===== src/rtl/axi4l_pkg.sv =====
// Shared AXI4-Lite channel types, response codes and a byte-strobe merge helper.
package axi4l_pkg;

   localparam int ADDR_W = 32;
   localparam int DATA_W = 32;
   localparam int STRB_W = DATA_W / 8;

   typedef logic [ADDR_W-1:0] addr_t;
   typedef logic [DATA_W-1:0] data_t;
   typedef logic [STRB_W-1:0] strb_t;
   typedef logic [2:0]        prot_t;
   typedef logic [1:0]        resp_t;

   localparam resp_t RESP_OKAY   = 2'b00;
   localparam resp_t RESP_SLVERR = 2'b10;

   function automatic data_t merge_strb(input data_t old_d, input data_t new_d, input strb_t strb);
      data_t res;
      res = old_d;
      for (int b = 0; b < STRB_W; b++) begin
         if (strb[b]) res[8*b +: 8] = new_d[8*b +: 8];
      end
      return res;
   endfunction

endpackage


===== src/rtl/axi4l_if.sv =====
// AXI4-Lite bundle between the interconnect (master) and a register responder (slave).
interface axi4l_if
   import axi4l_pkg::*;
(
   input logic aclk,
   input logic aresetn
);

   addr_t awaddr;
   prot_t awprot;
   logic  awvalid;
   logic  awready;
   data_t wdata;
   strb_t wstrb;
   logic  wvalid;
   logic  wready;
   resp_t bresp;
   logic  bvalid;
   logic  bready;
   addr_t araddr;
   prot_t arprot;
   logic  arvalid;
   logic  arready;
   data_t rdata;
   resp_t rresp;
   logic  rvalid;
   logic  rready;

   modport master (
      input  aclk, aresetn,
      output awaddr, awprot, awvalid, input awready,
      output wdata, wstrb, wvalid, input wready,
      input  bresp, bvalid, output bready,
      output araddr, arprot, arvalid, input arready,
      input  rdata, rresp, rvalid, output rready
   );

   modport slave (
      input  aclk, aresetn,
      input  awaddr, awprot, awvalid, output awready,
      input  wdata, wstrb, wvalid, output wready,
      output bresp, bvalid, input bready,
      input  araddr, arprot, arvalid, output arready,
      output rdata, rresp, rvalid, input rready
   );

endinterface


===== src/rtl/axi4l_wr_join.sv =====
// Joins independently arriving AW and W beats into one write request; a beat that
// arrives alone is parked until its partner shows up.
module axi4l_wr_join
   import axi4l_pkg::*;
(
   input  logic  aclk,
   input  logic  areset,
   input  logic  i_block,
   input  logic  i_aw_valid,
   output logic  o_aw_ready,
   input  addr_t i_aw_addr,
   input  logic  i_w_valid,
   output logic  o_w_ready,
   input  data_t i_w_data,
   input  strb_t i_w_strb,
   output logic  o_req,
   output addr_t o_req_addr,
   output data_t o_req_data,
   output strb_t o_req_strb,
   input  logic  i_ack
);

   logic  r_aw_held;
   logic  r_w_held;
   addr_t r_aw_addr;
   data_t r_w_data;
   strb_t r_w_strb;

   logic  w_aw_hs;
   logic  w_w_hs;

   assign o_aw_ready = !r_aw_held && !i_block;
   assign o_w_ready  = !r_w_held && !i_block;
   assign w_aw_hs    = i_aw_valid && o_aw_ready;
   assign w_w_hs     = i_w_valid && o_w_ready;

   // A live handshake counts as available in the same cycle, so AW+W together commit at once.
   assign o_req      = (r_aw_held || w_aw_hs) && (r_w_held || w_w_hs);
   assign o_req_addr = r_aw_held ? r_aw_addr : i_aw_addr;
   assign o_req_data = r_w_held ? r_w_data : i_w_data;
   assign o_req_strb = r_w_held ? r_w_strb : i_w_strb;

   always_ff @(posedge aclk or posedge areset) begin
      if (areset) begin
         r_aw_held <= 1'b0;
         r_w_held  <= 1'b0;
         r_aw_addr <= '0;
         r_w_data  <= '0;
         r_w_strb  <= '0;
      end else if (o_req && i_ack) begin
         r_aw_held <= 1'b0;
         r_w_held  <= 1'b0;
      end else begin
         if (w_aw_hs) begin
            r_aw_held <= 1'b1;
            r_aw_addr <= i_aw_addr;
         end
         if (w_w_hs) begin
            r_w_held <= 1'b1;
            r_w_data <= i_w_data;
            r_w_strb <= i_w_strb;
         end
      end
   end

endmodule


===== src/rtl/axi4l_regfile.sv =====
// AXI4-Lite register bank: NREGS 32-bit registers with byte-strobed writes, registered
// read data, per-register write pulses and hardware-sourced read-only entries.
module axi4l_regfile
   import axi4l_pkg::*;
#(
   parameter int                     NREGS     = 8,
   parameter logic [NREGS-1:0]       RO_MASK   = '0,
   parameter logic [NREGS-1:0][31:0] RESET_VAL = '0
)(
   input  logic                     aclk,
   input  logic                     areset,
   axi4l_if.slave                   axis,
   output logic [NREGS-1:0][31:0]   reg_q,
   input  logic [NREGS-1:0][31:0]   hw_d,
   output logic [NREGS-1:0]         wr_pulse
);

   localparam int IDX_W = (NREGS > 1) ? $clog2(NREGS) : 1;
   localparam logic [IDX_W:0] NREGS_L = NREGS[IDX_W:0];

   typedef logic [IDX_W-1:0] idx_t;

   function automatic logic in_range(input idx_t idx);
      return {1'b0, idx} < NREGS_L;
   endfunction

   function automatic logic writable(input idx_t idx);
      if (!in_range(idx)) return 1'b0;
      return !RO_MASK[idx];
   endfunction

   logic                     r_rdy_en;
   logic [NREGS-1:0][31:0]   r_regs;
   logic [NREGS-1:0]         r_wr_pulse;
   logic                     r_bvalid;
   resp_t                    r_bresp;
   logic                     r_rvalid;
   data_t                    r_rdata;
   resp_t                    r_rresp;

   logic  w_req;
   addr_t w_req_addr;
   data_t w_req_data;
   strb_t w_req_strb;
   idx_t  w_wr_idx;
   idx_t  w_rd_idx;
   logic  w_wr_ok;
   logic  w_rd_ok;
   logic  w_ar_hs;
   data_t w_rd_data;
   logic  w_unused;

   axi4l_wr_join u_wr_join (
      .aclk       (aclk),
      .areset     (areset),
      .i_block    (!r_rdy_en || r_bvalid),
      .i_aw_valid (axis.awvalid),
      .o_aw_ready (axis.awready),
      .i_aw_addr  (axis.awaddr),
      .i_w_valid  (axis.wvalid),
      .o_w_ready  (axis.wready),
      .i_w_data   (axis.wdata),
      .i_w_strb   (axis.wstrb),
      .o_req      (w_req),
      .o_req_addr (w_req_addr),
      .o_req_data (w_req_data),
      .o_req_strb (w_req_strb),
      .i_ack      (w_req)
   );

   // The interconnect already decoded the window, so only the word index bits matter here.
   assign w_wr_idx = w_req_addr[2 +: IDX_W];
   assign w_rd_idx = axis.araddr[2 +: IDX_W];
   assign w_wr_ok  = writable(w_wr_idx);
   assign w_ar_hs  = axis.arvalid && axis.arready;

   assign axis.arready = r_rdy_en && !r_rvalid;
   assign axis.bvalid  = r_bvalid;
   assign axis.bresp   = r_bresp;
   assign axis.rvalid  = r_rvalid;
   assign axis.rdata   = r_rdata;
   assign axis.rresp   = r_rresp;

   assign reg_q    = r_regs;
   assign wr_pulse = r_wr_pulse;

   assign w_unused = ^{axis.aclk, axis.aresetn, axis.awprot, axis.arprot,
                       w_req_addr, axis.araddr, hw_d};

   always_comb begin
      w_rd_data = '0;
      w_rd_ok   = in_range(w_rd_idx);
      if (w_rd_ok) w_rd_data = RO_MASK[w_rd_idx] ? hw_d[w_rd_idx] : r_regs[w_rd_idx];
   end

   // Holds the ready outputs low for the first cycle after reset is released.
   always_ff @(posedge aclk or posedge areset) begin
      if (areset) r_rdy_en <= 1'b0;
      else        r_rdy_en <= 1'b1;
   end

   always_ff @(posedge aclk or posedge areset) begin
      if (areset) begin
         for (int i = 0; i < NREGS; i++) begin
            r_regs[i] <= RO_MASK[i] ? 32'h0 : RESET_VAL[i];
         end
         r_wr_pulse <= '0;
      end else begin
         r_wr_pulse <= '0;
         if (w_req && w_wr_ok) begin
            r_regs[w_wr_idx]     <= merge_strb(r_regs[w_wr_idx], w_req_data, w_req_strb);
            r_wr_pulse[w_wr_idx] <= 1'b1;
         end
      end
   end

   always_ff @(posedge aclk or posedge areset) begin
      if (areset) begin
         r_bvalid <= 1'b0;
         r_bresp  <= RESP_OKAY;
      end else if (w_req) begin
         r_bvalid <= 1'b1;
         r_bresp  <= w_wr_ok ? RESP_OKAY : RESP_SLVERR;
      end else if (r_bvalid && axis.bready) begin
         r_bvalid <= 1'b0;
      end
   end

   // Read data is sampled from r_regs before any same-edge write lands.
   always_ff @(posedge aclk or posedge areset) begin
      if (areset) begin
         r_rvalid <= 1'b0;
         r_rdata  <= '0;
         r_rresp  <= RESP_OKAY;
      end else if (w_ar_hs) begin
         r_rvalid <= 1'b1;
         r_rdata  <= w_rd_data;
         r_rresp  <= w_rd_ok ? RESP_OKAY : RESP_SLVERR;
      end else if (r_rvalid && axis.rready) begin
         r_rvalid <= 1'b0;
      end
   end

endmodule


===== src/flat_wrapper.sv =====
// flat-port wrapper written by rule: the top's interface ports become plain ports
module axi4l_regfile_flat import axi4l_pkg::*;
#(
   parameter int                     NREGS     = 8,
   parameter logic [NREGS-1:0]       RO_MASK   = '0,
   parameter logic [NREGS-1:0][31:0] RESET_VAL = '0
)
  (aclk, areset, reg_q, hw_d, wr_pulse, aresetn, axis_awaddr, axis_awprot, axis_awvalid, axis_awready, axis_wdata, axis_wstrb, axis_wvalid, axis_wready, axis_bresp, axis_bvalid, axis_bready, axis_araddr, axis_arprot, axis_arvalid, axis_arready, axis_rdata, axis_rresp, axis_rvalid, axis_rready);
  axi4l_if axis_i (.aclk(aclk), .aresetn(aresetn));
  input  logic aclk;
  input  logic areset;
  output logic [NREGS-1:0][31:0] reg_q;
  input  logic [NREGS-1:0][31:0] hw_d;
  output logic [NREGS-1:0] wr_pulse;
  input wire logic aresetn;
  input wire logic [$bits(axis_i.awaddr)-1:0] axis_awaddr;
  input wire logic [$bits(axis_i.awprot)-1:0] axis_awprot;
  input wire logic [$bits(axis_i.awvalid)-1:0] axis_awvalid;
  output wire logic [$bits(axis_i.awready)-1:0] axis_awready;
  input wire logic [$bits(axis_i.wdata)-1:0] axis_wdata;
  input wire logic [$bits(axis_i.wstrb)-1:0] axis_wstrb;
  input wire logic [$bits(axis_i.wvalid)-1:0] axis_wvalid;
  output wire logic [$bits(axis_i.wready)-1:0] axis_wready;
  output wire logic [$bits(axis_i.bresp)-1:0] axis_bresp;
  output wire logic [$bits(axis_i.bvalid)-1:0] axis_bvalid;
  input wire logic [$bits(axis_i.bready)-1:0] axis_bready;
  input wire logic [$bits(axis_i.araddr)-1:0] axis_araddr;
  input wire logic [$bits(axis_i.arprot)-1:0] axis_arprot;
  input wire logic [$bits(axis_i.arvalid)-1:0] axis_arvalid;
  output wire logic [$bits(axis_i.arready)-1:0] axis_arready;
  output wire logic [$bits(axis_i.rdata)-1:0] axis_rdata;
  output wire logic [$bits(axis_i.rresp)-1:0] axis_rresp;
  output wire logic [$bits(axis_i.rvalid)-1:0] axis_rvalid;
  input wire logic [$bits(axis_i.rready)-1:0] axis_rready;
  assign axis_i.awaddr = axis_awaddr;
  assign axis_i.awprot = axis_awprot;
  assign axis_i.awvalid = axis_awvalid;
  assign axis_awready = axis_i.awready;
  assign axis_i.wdata = axis_wdata;
  assign axis_i.wstrb = axis_wstrb;
  assign axis_i.wvalid = axis_wvalid;
  assign axis_wready = axis_i.wready;
  assign axis_bresp = axis_i.bresp;
  assign axis_bvalid = axis_i.bvalid;
  assign axis_i.bready = axis_bready;
  assign axis_i.araddr = axis_araddr;
  assign axis_i.arprot = axis_arprot;
  assign axis_i.arvalid = axis_arvalid;
  assign axis_arready = axis_i.arready;
  assign axis_rdata = axis_i.rdata;
  assign axis_rresp = axis_i.rresp;
  assign axis_rvalid = axis_i.rvalid;
  assign axis_i.rready = axis_rready;
  axi4l_regfile #(.NREGS(NREGS), .RO_MASK(RO_MASK), .RESET_VAL(RESET_VAL)) u_core (.aclk(aclk), .areset(areset), .axis(axis_i), .reg_q(reg_q), .hw_d(hw_d), .wr_pulse(wr_pulse));
endmodule

===== config.mk =====
export PLATFORM = sky130hd
export DESIGN_NAME = axi4l_regfile_flat
export DESIGN_NICKNAME = d
export VERILOG_FILES = /design/src/rtl/axi4l_pkg.sv /design/src/rtl/axi4l_if.sv /design/src/rtl/axi4l_wr_join.sv /design/src/rtl/axi4l_regfile.sv /design/src/flat_wrapper.sv
export SDC_FILE = /design/constraint.sdc
export NUM_CORES = 1
export LEC_CHECK = 0
export CAP_MARGIN = 20
export CELL_PAD_IN_SITES_DETAIL_PLACEMENT = 2
export CELL_PAD_IN_SITES_GLOBAL_PLACEMENT = 2
export CORE_AREA = 2 2 265 267
export DETAILED_ROUTE_END_ITERATION = 8
export DIE_AREA = 0 0 267 269
export PLACE_DENSITY = 0.87
export SETUP_SLACK_MARGIN = 0.02
export SLEW_MARGIN = 20
export SYNTH_ARGS = -nofsm -noshare
export SYNTH_HDL_FRONTEND = slang
export SYNTH_SLANG_ARGS = --single-unit

===== constraint.sdc =====
create_clock -name aclk -period 27.2 [get_ports aclk]
set_clock_uncertainty 0.15 [all_clocks]
set_input_delay 2.72 -clock aclk [delete_from_list [all_inputs] [get_ports aclk]]
set_output_delay 2.72 -clock aclk [all_outputs]
set_load 0.01 [all_outputs]

After elaboration in Yosys (flattened, before gate mapping)
Memory sizes are Yosys's and may differ from the RTL's.
Index checks and enable logic that the tools add are counted.
{"block": "totals", "output_inout_bits": 305, "word_cells": 86, "n_memories": 2, "input_bits": 370, "register_bits": 344, "romBits": 16}
{"block": "op_classes", "reduce_logical": 26, "n_bitwise": 1, "n_mux": 35, "order_cmp": 3}
{"memory": "(name not given)", "words": 8, "width": 1, "read_ports": 1, "rd_clocked_by_memory_dff": 0, "write_ports": 0, "line_no": "axi4l_regfile.sv:29", "text": "return !RO_MASK[idx];"}
{"memory": "(name not given)", "words": 8, "width": 1, "read_ports": 1, "rd_clocked_by_memory_dff": 0, "write_ports": 0, "line_no": "axi4l_regfile.sv:93", "text": "if (w_rd_ok) w_rd_data = RO_MASK[w_rd_idx] ? hw_d[w_rd_idx] : r_regs[w_rd_idx];"}
{"op": "$bmux W32 S3", "count": 3}
{"op": "$bwmux W256", "count": 1}
{"op": "$mux W32", "count": 6}
{"op": "$demux W32 S3", "count": 1}
{"op": "$mux W8", "count": 9}
{"op": "$logic_and A1 B1 Y1", "count": 11}
{"op": "$mux W1", "count": 11}
{"op": "$lt A3 B4 Y1 const B", "count": 2}
{"op": "$reduce_bool A2 Y1", "count": 4}
{"op": "$logic_not A1 Y1", "count": 6}
{"op": "$mux W5", "count": 1}
{"op": "$mux W4", "count": 1}
{"op": "$reduce_and A2 Y1", "count": 2}
{"op": "$demux W1 S3", "count": 1}
{"op": "$ge A3 B1 Y1 const B", "count": 1}
{"op": "$logic_or A1 B1 Y1", "count": 3}
{"op": "$mux W2", "count": 1}
{"op": "$not A1 Y1", "count": 1}

Longest topological paths before layout
Gate-level depths: netlist of run 1.
{"block": "logic_depth", "depth_word": 10, "depth_mapped": 10, "ltp_nobuf": 6}

Cells and area by module
A second synthesis of run 1 with hierarchy kept.
{"block": "unflattened", "hier_cells": 1902, "area_unflattened_um2": 19934.1}
{"module": "axi4l_regfile", "instances": 1, "cells_per_inst": 1666, "seq_area_each_um2": 7482.2, "area_per_inst_um2": 16328.2}
{"module": "axi4l_wr_join", "instances": 1, "cells_per_inst": 236, "seq_area_each_um2": 1751.7, "area_per_inst_um2": 3606.0}

Least setup slack after synthesis of run 1
OpenSTA, ideal clock, no wires.
{"block": "synth_path", "path_type": "input -> register", "start": "input axis_awaddr[3]", "end": "register u_core.r_regs, in the netlist u_core.reg_q[95]", "setup_time_ps": 133, "path_slack_ps": 22515, "n_path_buf": 2, "cell_stages": 7, "required_time_ps": 26917, "arrival_ps": 4402, "path_cell_list": "buf_4 -> mux2_4 -> buf_6 -> mux2_1 -> a221o_1 -> o32ai_4 -> o21ai_1"}
{"block": "synth_between", "elab_chain_len": 6, "elab_cells_between_ends": 15, "classes_between": "order compare (2); mux (9); reduce/logical (3); memory (1)"}
{"item": "start: declaration", "line_no": "flat_wrapper.sv:16", "text": "input wire logic [$bits(axis_i.awaddr)-1:0] axis_awaddr;"}
{"item": "$mux W5 *", "line_no": "axi4l_wr_join.sv:39", "text": "assign o_req_addr = r_aw_held ? r_aw_addr : i_aw_addr;"}
{"item": "$lt A3 B4 Y1 (implied by the code) (tied with other cells)", "line_no": "axi4l_regfile.sv:111", "text": "r_regs[w_wr_idx] <= merge_strb(r_regs[w_wr_idx], w_req_data, w_req_strb);"}
{"item": "$logic_and A1 B1 Y1 (implied by the code) / $mux W32 (equally long branches)", "line_no": "axi4l_regfile.sv:111"}
{"item": "$mux W32 (implied by the code) / $mux W8 (equally long branches)", "line_no": "axi4l_regfile.sv:111, axi4l_pkg.sv:21"}
{"item": "$demux W32 S3 / $mux W8 (equally long branches)"}
{"item": "$bwmux W256", "line_no": "axi4l_regfile.sv:111"}
{"item": "end signal: indexed assignment", "line_no": "axi4l_regfile.sv:105", "text": "r_regs[i] <= RO_MASK[i] ? 32'h0 : RESET_VAL[i];"}
{"item": "end signal: indexed assignment", "line_no": "axi4l_regfile.sv:111"}
{"item": "end: declaration", "line_no": "axi4l_regfile.sv:33", "text": "logic [NREGS-1:0][31:0] r_regs;"}
Mark *: on every way between the ends. The rest lies on a longest branch, timed or not. The select of a mux whose other input is x is not followed.
A chain may end at the register's enable or synchronous reset.

Worst setup path in the final report of run 1
{"block": "layout_path", "start": "input axis_awaddr[2]", "end": "register u_core.r_regs, in the netlist u_core.reg_q[21]"}
The elaborated chain is that of the path after synthesis.

==> results of run 1 <==
registers in the layout, indices dropped and copies added, names as in the netlist:
| register | count |
|---|---|
| u_core.r_rdy_en | 1 |
| u_core.axis.rvalid | 1 |
| u_core.u_wr_join.r_w_held | 1 |
| u_core.u_wr_join.r_aw_held | 1 |
| u_core.u_wr_join.r_w_data | 32 |
| u_core.u_wr_join.r_w_strb | 4 |
| u_core.axis.rdata | 32 |
| u_core.reg_q | 256 |
| u_core.u_wr_join.r_aw_addr | 3 |
| u_core.axis.bvalid | 1 |
| u_core.wr_pulse | 8 |
placed cells by master, fill, tap and decap left out, drive strengths merged, types with 21 or more instances in the layout:
cell type / Yosys / routed
buf: 60 / 32
a221o: 23 / 23
inv: 19 / 21
o21ai: 173 / 173
a21oi: 41 / 41
mux2: 61 / 61
mux2i: 107 / 107
clkdlybuf4s50: 0 / 346
nor2: 30 / 30
a31oi: 34 / 34
clkbuf: 67 / 63
o31ai: 92 / 92
o22ai: 36 / 36
nand2: 323 / 323
nand3: 42 / 42
mux4: 64 / 64
dfrtp: 340 / 340
cells by family (layout without fill, tap and decap cells):
family / after synthesis / in the layout / share of synthesized area (%)
buffers and inverters: 147 / 478 / 3.84
AO/OA/AOI/OAI: 473 / 473 / 18.7
multiplexers: 232 / 232 / 18.3
flip-flops: 340 / 340 / 48.4
AND/OR/NAND/NOR: 443 / 443 / 10.7
other: 2 / 7 / 0.0427
power by group:
part           switching (mW)  leakage, nW  internal [mW]
clock                   0.252        0.808          0.425
combinational           0.838         4.36          0.656
sequential              0.289         4.36          0.727
total                    1.38         9.53           1.81
synth_stat cells, types with 3 or more instances:
cell type    n
a21oi_1     38
nand2_1    322
a22o_1       3
a21o_1       3
a221oi_1     9
nand2b_1     5
o221ai_1     3
buf_4       16
nor3_2       5
o2bb2ai_1    6
o31ai_1     89
mux2_1       3
mux4_2      64
and2_1       6
buf_2       32
nor3_1       7
nand3_1     42
o211ai_1     4
buf_1        9
o32ai_4      4
a31oi_1     34
a2111oi_4    4
o22a_1       7
o21ai_1     29
nor4_1       4
a41oi_1      4
inv_1       15
a22oi_1      4
a221o_1     23
o22ai_1     36
clkbuf_1    67
o21ai_0    144
a211oi_1     8
dfrtp_1    340
a21oi_2      3
nor2b_1      3
buf_6        3
inv_2        4
a32o_1       4
mux2_2      57
mux2i_1    106
nor2_1      30
critical path: cells and delay by family:
family                 cells  cell delay, ps
muxes                      1             610
and+or+nand+nor            2            1440
AOI/OAI and AO/OA          1             330
buffers and inverters      3            1550
per-stage QoR:
stage               cell area [um2]  util (%)  total power, mW
finish                        23600      34.1             3.19
floorplan                     17600         -             1.64
detailed placement            22000      31.7             2.49
global route                  23600      34.1             3.35
CTS                           23600      34.1             3.20
global placement              21900      31.7             2.38
worst max-delay path by stage:
stage	start	to	slack, ps	cells past startpoint
4_1_cts	axis_awaddr[2]	u_core.reg_q[21]$_DFFE_PP0P_	20820	7
3_3_place_gp	axis_awaddr[4]	u_core.reg_q[75]$_DFFE_PP0P_	20380	10
6_report	axis_awaddr[2]	u_core.reg_q[21]$_DFFE_PP0P_	20780	7
2_1_floorplan	areset	u_core.axis.bvalid$_DFFE_PP0P_	14910	1
5_1_grt	axis_awaddr[2]	u_core.reg_q[0]$_DFFE_PP0P_	20670	7
3_5_place_dp	axis_awaddr[2]	u_core.reg_q[12]$_DFFE_PP0P_	20210	8
per-layer routing:
metal	part of all wire, %	wire length [um]	global-route usage (%)
met3	7.5	6840	6.84
met5	0.062	57	0
met4	3.4	3060	9.05
met2	48	43500	42.2
met1	41	37700	31.4
area by class of cell:
type,instances,share of cell area (%)
Sequential cell,340,36.0
Clock inverter,17,1.37
Timing Repair Buffer,378,15.7
Clock buffer,63,5.62
Multi-Input combinational cell,1153,36.0
Antenna cell,2,0.0212
Inverter,20,0.350
Tap cell,940,4.98
==> results.ini, run 1 <==
[clock_tree]
postCtsSetupBuffers = 0
insertion_delay_ps = 590
cts.htree.levels = 2
cts-root-buf = clkbuf_16
clockBufferDepth = 3
hold_buffers = 0
cts_buffers = 45
cts_tree = done
cts.sinks = 340
cts.repair.resized = 0
cts.clk_slew.worst_paths_ps = 50

[hold_path]
worstHoldStart = u_core.axis.rdata[13]$_DFFE_PP0P_
worstHoldPathCells = 2
min-delay-path-class = reg -> reg
whs_endpoint = u_core.axis.rdata[13]$_DFFE_PP0P_

[sta]
rsz0062_at_grt = false
fin_crit_sh_pct = 23.6
hold_violations = 0
relSlewSlack_pct = 21.4
finalSetupViolCount = 0
worstMarginPinSlew_ps = 1180
final.setup.tns_ps = 0
fin_ws_ps = 20780
period_minus_slack_ps = 6420
timing.hold.ws_ps = 339
fmax_mhz = 156
drv_slew = 0

[floorplan]
ios = 675
die-area_um2 = 71800
die_y_um = 269
core_um2 = 69300
initial_core_util_pct = 25.4
die_w_um = 267
core.rowCount = 97

[global_route]
gr-total-overflow = 0
grt_pass1_wl_um = 132000
grt_pass1_vias = 18480
antenna_found_initial = 8
grt_start_max_net_pins = 84
track_usage_pct = 25.3

[drt]
detail_route.wl_per_cell_um = 31.3
drcViolationCount = 0
viasPerCell = 5.59
ant_nets = 0
drt_iter0_markers = 1281
vias = 16285
finalWirelength_um = 91200
firstDrtPassIters = 5

[placed_design]
dp_slack_ps = 20210
numPortBuffers = 349
dp_hpwl_um = 60700
place.gp.congestion = 0.847
dp.cells = 2831

[synth]
yosysSeqAreaShare_pct = 48.4
synthArstFlopShare_pct = 100
ys.flop_type = dfrtp_1
synth-seq-cells = 340
yosys.area.top_type = dfrtp_1
netlist.area_leader.share_pct = 48.4
synth_warnings = 0
yosysUniqueCellTypes = 69
netlist_area_um2 = 17600
synth.area.top_cells = dfrtp_1 (48%), mux4_2 (8.2%), nand2_1 (6.9%)
synth_edf_count = 0
syn-instance-count = 1637
avgSynthCellArea_um2 = 10.7

[setup_path]
required_ps = 27500
end_kind = register
cpMostUsedCell = buf_4
critPathKind = in -> reg
start_kind = input pin
r2r_cells = 6
r2r_start = u_core.u_wr_join.r_aw_held$_DFFE_PP0P_
cpMaxStageDelayCell = nor3_2
slowest_delay_ps = 990
worstPathMaxFanout = 39
reg2reg_to = u_core.reg_q[21]$_DFFE_PP0P_
cp.arrival_ps = 6720
worstPathCellList = clkdlybuf4s50_1, mux2_2, buf_4, nor3_2, nand2_2, buf_4, o31ai_1
r2r_slack_ps = 22630

[layout]
multiInputGateArea_um2 = 8490
final_cells = 2913
fin_nets = 2308
area_delta_synth_final_pct = 34.3
drive_above_1_share_pct = 14.2
nFillCells = 7374
regArea_um2 = 8510

[status]
outcome = complete, no violations

[power]
p_leak_nw = 9.53
cellPowerDensity_nw_per_um2 = 135
vdd_drop_max_mv = 0.0548

[flow_run]
cap_violations = 0

Power figures use the tool's default switching activity.
==> inputs of run 2 (changes only) <==
CORE_AREA = 2 2 266 268   (was 2 2 265 267)
DIE_AREA = 0 0 268 270   (was 0 0 267 269)
PLACE_DENSITY = 0.86   (was 0.87)
clock period = 6.6 ns   (was 27.2 ns; I/O delays follow)
==> run 2 against run 1 <==
  * Count of clock-buffer cells in the layout decreased by 2
  * Register-to-register slack got worse by 21000 ps
  * Wire length decreased by 0.15%
  * Critical path depth unchanged
  * Sequential power increased to 4.1 times the previous value
==> results.ini, run 2 (synthesis gave the netlist of run 1 again) <==
[global_route]
gr-total-overflow = 0  ; unchanged
met3_usage_pct = 7.05  ; +0.21 points
track_usage_pct = 24.9  ; -0.40 points
grt_pass1_wl_um = 131000  ; -0.86%
grt_start_max_net_pins = 171  ; +100%
grtUsageMet1_pct = 31.9  ; +0.50 points
grt_pass1_vias = 17956  ; -2.8%
grt_use_met2_pct = 40.2  ; -2.0 points
busiest_layer = met2
antenna_found_initial = 6  ; -2

[setup_path]
end_kind = register
worstPathMaxFanout = 24  ; -38%
critPathKind = reg -> reg
required_ps = 6850  ; -20650 ps
start_kind = register
cp.arrival_ps = 4930  ; -1790 ps

[drt]
viasPerCell = 5.51  ; -1.4%
ant_nets = 0  ; unchanged
detail_route.wl_per_cell_um = 31.2  ; -0.49%
drcViolationCount = 0  ; unchanged
vias = 16108  ; -1.1%
finalWirelength_um = 91100  ; -0.15%
drt_iter0_markers = 1078  ; -16%
firstDrtPassIters = 5  ; unchanged

[sta]
fin_crit_sh_pct = 70.9
rsz0062_at_grt = false
worstMarginPinSlew_ps = 1230  ; +47.5 ps
final.setup.tns_ps = 0  ; unchanged
period_minus_slack_ps = 4680
timing.hold.ws_ps = 339  ; +0.0150 ps
hold_violations = 0  ; unchanged
relSlewSlack_pct = 17.8  ; -3.6 points
fmax_mhz = 214
drv_slew = 0  ; unchanged
finalSetupViolCount = 0  ; unchanged
fin_ws_ps = 1920  ; -18860 ps

[power]
p_leak_nw = 9.52  ; about the same
cellPowerDensity_nw_per_um2 = 553  ; +310%
vdd_drop_max_mv = 0.201  ; +270%

[layout]
largest_register_ffs = 256  ; unchanged
area_delta_synth_final_pct = 34.5
fin_nets = 2312  ; +0.17%
layout_commonest_cell = clkdlybuf4s50_1
multiInputGateArea_um2 = 8470  ; -0.19%
post-route-cell-area_um2 = 23600  ; +0.13%
drive_above_1_share_pct = 14.5  ; +0.30 points
layout_common_cells = clkdlybuf4s50_1 (346), dfrtp_1 (340), nand2_1 (314)
regArea_um2 = 8510  ; unchanged
nFillCells = 7331  ; -0.58%
final_cells = 2923  ; +0.34%

[floorplan]
core.rowCount = 97  ; unchanged
core_um2 = 69500  ; +0.35%
die_y_um = 270  ; +0.37%
die-area_um2 = 72400  ; +0.75%
initial_core_util_pct = 25.3  ; -0.089 points
die_w_um = 268  ; +0.37%
ios = 675  ; unchanged

[flow_run]
cap_violations = 0  ; unchanged

[clock_tree]
hold_buffers = 0  ; unchanged
cts_tree = done
insertion_delay_ps = 580  ; about the same
cts.htree.levels = 2  ; unchanged
postCtsSetupBuffers = 0  ; unchanged
cts.clk_slew.worst_paths_ps = 60  ; about the same
cts-root-buf = clkbuf_16
cts.sinks = 340  ; unchanged
cts.repair.resized = 0  ; unchanged
cts_buffers = 45  ; unchanged
clockBufferDepth = 3  ; unchanged

[placed_design]
dp_slack_ps = 1580  ; -18630 ps
place.gp.congestion = 0.860  ; +1.5%
dp_hpwl_um = 61800  ; +1.9%
place_area_um2 = 22000  ; +0.15%
numPortBuffers = 349  ; unchanged
dp.cells = 2834  ; +0.11%

[hold_path]
min-delay-path-class = reg -> reg

[status]
outcome = complete, no violations

-- run 2: path summary, 6_finish.rpt --
check,cells after the start,slack (ps),endpoint,startpoint
max in group asynchronous,4,4510,u_core.reg_q[206]$_DFFE_PP0P_,areset
worst min register to register,2,340,u_core.axis.rdata[22]$_DFFE_PP0P_,u_core.axis.rdata[22]$_DFFE_PP0P_
worst min-delay path,2,340,u_core.axis.rdata[22]$_DFFE_PP0P_,u_core.axis.rdata[22]$_DFFE_PP0P_
min in group asynchronous,2,350,u_core.axis.rdata[4]$_DFFE_PP0P_,areset
worst max-delay path,7,1920,u_core.reg_q[236]$_DFFE_PP0P_,u_core.u_wr_join.r_aw_held$_DFFE_PP0P_
worst max register to register,7,1920,u_core.reg_q[236]$_DFFE_PP0P_,u_core.u_wr_join.r_aw_held$_DFFE_PP0P_
-- run 2: cell type report --
type	instances	area share, %
Sequential cell	340	36.0
Multi-Input combinational cell	1153	35.8
Timing Repair Buffer	382	16.0
Clock buffer	61	5.54
Tap cell	940	4.97
Clock inverter	23	1.32
Inverter	20	0.333
Antenna cell	4	0.0423
-- run 2: power by group --
part           internal [mW]  total (mW)  switching (mW)  leakage [nW]
Combinational           2.71        6.20            3.49          4.38
Sequential              3.00        4.18            1.18          4.36
Clock                   1.67        2.70            1.03         0.784
Total                   7.38        13.1            5.71          9.52
-- run 2: routing by layer --
layer | part of all wire [%] | routed length (um)
met4 | 3.2 | 2880
met5 | 0.048 | 44
met1 | 42 | 38300
met2 | 47 | 42700
met3 | 7.8 | 7100
-- run 2: critical path, stage by stage, from the launching register on --
cell and delay [ps]:
dfrtp_1 900, mux2i_4 380, buf_4 360, nor3_2 1010, nand2_2 700, inv_1 640
mux2i_1 280, a31oi_1 60
-- run 2: per-stage QoR --
step	util [%]	power, mW
after detailed placement	31.6	10.3
after floorplan	-	6.77
after global routing	34.0	13.7
after global placement	31.6	9.88
after CTS	33.9	13.1
final	34.0	13.1
